$ cat config.mk
export PLATFORM = sky130hd
export DESIGN_NAME = sha256_id_issue
export DESIGN_NICKNAME = d
export VERILOG_FILES = /design/src/rtl/sha256_id_issue.sv
export SDC_FILE = /design/constraint.sdc
export NUM_CORES = 1
export LEC_CHECK = 0
export CORE_AREA = 2 2 609 611
export DETAILED_ROUTE_END_ITERATION = 7
export DIE_AREA = 0 0 611 613
export PLACE_DENSITY_LB_ADDON = 0.08
export SLEW_MARGIN = 20
export SYNTH_ARGS = -nofsm -noshare
export SYNTH_HDL_FRONTEND = slang
export SYNTH_SLANG_ARGS = --single-unit
$ cat constraint.sdc
create_clock -name clk -period 2.3 [get_ports clk]
set_input_delay 0.23 -clock clk [delete_from_list [all_inputs] [get_ports clk]]
set_output_delay 0.23 -clock clk [all_outputs]
set_load 0.02 [all_outputs]
$ cat src/rtl/sha256_id_issue.sv
// Grants one of two message requesters to the SHA-256 message builder,
// issues a 6-bit transaction ID per granted packet, and tracks how many IDs
// are outstanding (issued but not yet retired by done_valid).
module sha256_id_issue #(
   parameter int DATA_W       = 512,
   parameter int MAX_INFLIGHT = 8
) (
   input  logic              clk,
   input  logic              nrst,
   input  logic              en,
   input  logic              sync_rst,
   input  logic [DATA_W-1:0] req0_data,
   input  logic              req0_last,
   input  logic              req0_valid,
   output logic              req0_ready,
   input  logic [DATA_W-1:0] req1_data,
   input  logic              req1_last,
   input  logic              req1_valid,
   output logic              req1_ready,
   output logic [DATA_W-1:0] data_out,
   output logic              data_out_last,
   output logic              data_out_valid,
   input  logic              data_out_ready,
   output logic [5:0]        id_out,
   output logic              id_out_last,
   output logic              id_out_valid,
   input  logic              id_out_ready,
   input  logic              done_valid,
   output logic [5:0]        status_id,
   output logic [5:0]        status_inflight,
   output logic              status_src,
   output logic              err_underflow
);

   typedef enum logic [1:0] {
      IDLE  = 2'd0,
      ISSUE = 2'd1,
      XFER  = 2'd2
   } state_t;

   localparam logic [5:0] MAX_CNT = 6'(MAX_INFLIGHT);

   state_t     state;
   state_t     state_nxt;
   logic       grant;
   logic       grant_nxt;
   logic       rr_ptr;
   logic [5:0] next_id;
   logic [5:0] inflight;
   logic       pick;
   logic       sel_valid;
   logic       sel_last;
   logic       id_fire;
   logic       last_fire;

   // Preferred requester wins when valid, otherwise the other one.
   assign pick      = rr_ptr ? req1_valid : ~req0_valid;
   assign sel_valid = grant ? req1_valid : req0_valid;
   assign sel_last  = grant ? req1_last : req0_last;
   assign id_fire   = (state == ISSUE) && id_out_ready;
   assign last_fire = (state == XFER) && sel_valid && data_out_ready && sel_last;

   assign id_out          = next_id;
   assign status_inflight = inflight;

   // Next-state decode and stream steering for the grant FSM.
   always_comb begin
      state_nxt      = state;
      grant_nxt      = grant;
      id_out_valid   = 1'b0;
      id_out_last    = 1'b0;
      data_out       = grant ? req1_data : req0_data;
      data_out_valid = 1'b0;
      data_out_last  = 1'b0;
      req0_ready     = 1'b0;
      req1_ready     = 1'b0;
      case (state)
         IDLE: begin
            if (en && (inflight < MAX_CNT) && (req0_valid || req1_valid)) begin
               grant_nxt = pick;
               state_nxt = ISSUE;
            end
         end
         ISSUE: begin
            id_out_valid = 1'b1;
            id_out_last  = 1'b1;
            if (id_out_ready) begin
               state_nxt = XFER;
            end
         end
         XFER: begin
            data_out_valid = sel_valid;
            data_out_last  = sel_last;
            req0_ready     = ~grant & data_out_ready;
            req1_ready     = grant & data_out_ready;
            if (last_fire) begin
               state_nxt = IDLE;
            end
         end
         default: state_nxt = IDLE;
      endcase
   end

   // FSM, ID counter, credit counter and status registers; sync_rst beats all.
   always_ff @(posedge clk or negedge nrst) begin
      if (!nrst) begin
         state         <= IDLE;
         grant         <= 1'b0;
         rr_ptr        <= 1'b0;
         next_id       <= 6'd0;
         inflight      <= 6'd0;
         status_id     <= 6'd0;
         status_src    <= 1'b0;
         err_underflow <= 1'b0;
      end else if (sync_rst) begin
         state         <= IDLE;
         grant         <= 1'b0;
         rr_ptr        <= 1'b0;
         next_id       <= 6'd0;
         inflight      <= 6'd0;
         status_id     <= 6'd0;
         status_src    <= 1'b0;
         err_underflow <= 1'b0;
      end else begin
         state <= state_nxt;
         grant <= grant_nxt;
         if (id_fire) begin
            status_id  <= next_id;
            status_src <= grant;
            next_id    <= next_id + 6'd1;
         end
         if (last_fire) begin
            rr_ptr <= ~grant;
         end
         // A retire in the same cycle as an issue cancels out.
         if (id_fire && !done_valid) begin
            inflight <= inflight + 6'd1;
         end else if (!id_fire && done_valid) begin
            if (inflight != 6'd0) begin
               inflight <= inflight - 6'd1;
            end else begin
               err_underflow <= 1'b1;
            end
         end
      end
   end

endmodule

==> impl_metrics.env <==
export IMPL_design_area_um2=30800
export IMPL_min_period_over_period=1.02
export IMPL_switching_share=0.533
export IMPL_whs_ns=0.221
export IMPL_drt_iter0_markers=497
export IMPL_tightest_slew_ns=0.557
export IMPL_grt_overflow_total=0
export IMPL_violations="negative setup slack"
export IMPL_ys_top_cells_by_count="512 x mux2_1, 46 x buf_2, 24 x dfrtp_1, 18 x nand2_1, 17 x nor2_1"
export IMPL_required_ns=2.07
export IMPL_synth_seq_area_share=0.0808
export IMPL_syn_nets=1759
export IMPL_vias_per_cell=2.05
export IMPL_hpwl_um=268000
export IMPL_maxCapViolations=0
export IMPL_cts_sinks=24
export IMPL_rsz0062_at_grt="yes"
export IMPL_dp_slack_ns=-0.297
export IMPL_synth_top_cell_area_share=0.776
export IMPL_first_pass_iters=5
export IMPL_dpl_cell_count=7139
export IMPL_worstPathArrival_ns=2.11
export IMPL_run_status="finished, violations left"
export IMPL_syn_avg_cell_area_um2=10.3
export IMPL_synth_flop_cell="dfrtp_1"
export IMPL_cts_buffers_inserted=3
export IMPL_async_flop_share=1.00
export IMPL_grt_max_degree=37
export IMPL_nNetsFinal=3384
export IMPL_critPathMaxFanout=13
export IMPL_fin_cells=7233
export IMPL_powerDensity_nw_per_um2=556
export IMPL_dieWidth_um=611
export IMPL_io_buffer_count=1572
export IMPL_cts_clk_slew_worst_paths_ns=0.08
export IMPL_leakage_nw=10.7
export IMPL_p_clk_frac=0.027
export IMPL_finalCriticalPeriod_ns=2.34
export IMPL_grt_pass1_vias=14800
export IMPL_ys_ff_latch=24
export IMPL_synth_edf_count=0
export IMPL_place_congestion=0.830
export IMPL_synth_cell_types=43
export IMPL_setup_tns_ns=-0.631
export IMPL_fp_dieH_um=613
export IMPL_io_pin_count=1573
export IMPL_area_growth_pct=314
export IMPL_setup_violations=42
export IMPL_synth_warnings=0
export IMPL_final_hold_violation_count=0
export IMPL_comb_power_share=0.941
export IMPL_yosys_area_top_type="mux2_1"
export IMPL_grt_antenna_before_repair=366
export IMPL_placed_area_um2=29900
export IMPL_clk_latency_ns=0.27
export IMPL_grt_total_usage=0.143
export IMPL_fin_util=0.0837
export IMPL_detail_route_antenna_nets=0
export IMPL_critical_path_class="reg -> out"
export IMPL_finalMaxSlewViolations=0
export IMPL_totalPowerFinal_mw=17.1
export IMPL_layout_setup_ws_ns=-0.0417
export IMPL_intPower_mw=8.01
export IMPL_p_sw_mw=9.13
export IMPL_fmax_ghz=0.427
export IMPL_cts_tree="yes"
export IMPL_skew_ns=0.00369
export IMPL_cp_end_kind="output pin"
export IMPL_rows=223
export IMPL_wire_per_inst_um=38.7
export IMPL_vias=14800
export IMPL_drive_gt1_frac=0.281
export IMPL_die_area_um2=375000
export IMPL_peakVddDrop_v=0.000225
export IMPL_cts_root_buffer="clkbuf_16"
export IMPL_syn_area_um2=7430
export IMPL_clockBufferDepth=2
export IMPL_coreArea_um2=368000
export IMPL_post_route_drc_count=0
export IMPL_hp_class="in -> async"
export IMPL_worstSetupStartpointType="flop"
export IMPL_wl_um=280000
export IMPL_p_seq_frac=0.032
export IMPL_grt_first_pass_wirelength_um=312000
export IMPL_postSynthCellCount=718
export IMPL_netlist_top_cells_area="mux2_1 78%, dfrtp_1 8.1%, buf_2 3.1%, nand2_1 0.91%, nor2_1 0.86%"
export IMPL_synth_most_common_cell="mux2_1"
export IMPL_start_util=0.0202
export IMPL_htree_levels=1
export IMPL_slew_headroom=0.628
## flip-flops by register name, indices dropped and copies added (netlist names)
register         flops
err_underflow        1
grant                1
id_out               6
rr_ptr               1
state                2
status_id            6
status_inflight      6
status_src           1
## worst max-delay path, stage by stage, from the launching register on
cell,delay (ns)
dfrtp_4,0.51
buf_12,0.16
buf_16,0.17
buf_4,0.21
mux2_1,0.38
dlygate4sd2_1,0.37
## metal layers
metal	part of all wire	global-route usage	vias up
li1	-	-	6038
met2	0.49	0.255	1230
met3	0.12	0.0764	539
met5	0.0050	0	-
met1	0.37	0.152	6813
met4	0.017	0.0130	214
## layout make-up
cell class / count / area, µm²
Inverter: 8 / 30.0
Tap cell: 4837 / 6050
Multi-Input combinational cell: 622 / 6830
Timing Repair Buffer: 1684 / 17100
Sequential cell: 24 / 604
Fill cell: 42900 / 337000
Antenna cell: 54 / 135
Clock buffer: 4 / 88.8
## cells in the final DEF, fill, tap and decap left out, drive strengths merged, types with 7 or more instances in the layout
| cell | synthesis | layout |
|---|---|---|
| nor3 | 7 | 7 |
| dlygate4sd2 | 0 | 147 |
| mux2 | 515 | 515 |
| dfrtp | 24 | 24 |
| inv | 8 | 8 |
| diode | 0 | 54 |
| a21oi | 10 | 10 |
| nor2 | 17 | 17 |
| nand2 | 19 | 19 |
| buf | 55 | 410 |
| clkbuf | 9 | 39 |
| clkdlybuf4s15 | 0 | 41 |
| clkdlybuf4s50 | 0 | 1050 |
## logic make-up after synthesis
| family | count (synthesis) | synth area share |
|---|---|---|
| adders and majority gates | 6 | 0.0111 |
| and+or+nand+nor | 64 | 0.0441 |
| xor gates and xnor gates | 5 | 0.00589 |
| AOI/OAI and AO/OA | 29 | 0.0274 |
| DFF | 24 | 0.0808 |
| buffers and inverters | 72 | 0.0446 |
| muxes | 518 | 0.786 |
## power by group through the flow
stage          Combinational (mW)  Sequential [mW]  Clock, mW
2_1_floorplan                5.38            0.598          0
3_3_place_gp                 16.0            0.616          0
3_5_place_dp                 15.9            0.610          0
4_1_cts                      16.1            0.550      0.486
5_1_grt                      16.9            0.558      0.493
6_report                     16.1            0.547      0.464
## path summary, 6_finish.rpt
check	from	endpoint	slack, ns	depth (start not counted)
worst max-delay path	grant	data_out[365]	-0.04	5
worst min-delay path	nrst	status_inflight[0]	0.22	1
worst max register to register	grant	state[1]	0.12	8
worst min register to register	err_underflow	err_underflow	0.53	1
max in group asynchronous	nrst	id_out[5]	1.49	2
min in group clk	err_underflow	err_underflow	0.53	1
## repair_timing
item,4_1_cts,5_1_grt
gates cloned,5,7
endpoints found under the setup margin,467,200
endpoints found under the hold margin,0,0
buffers inserted,19,9
hold buffers,0,0
resized for setup,855,285
Power figures use the tool's default switching activity.
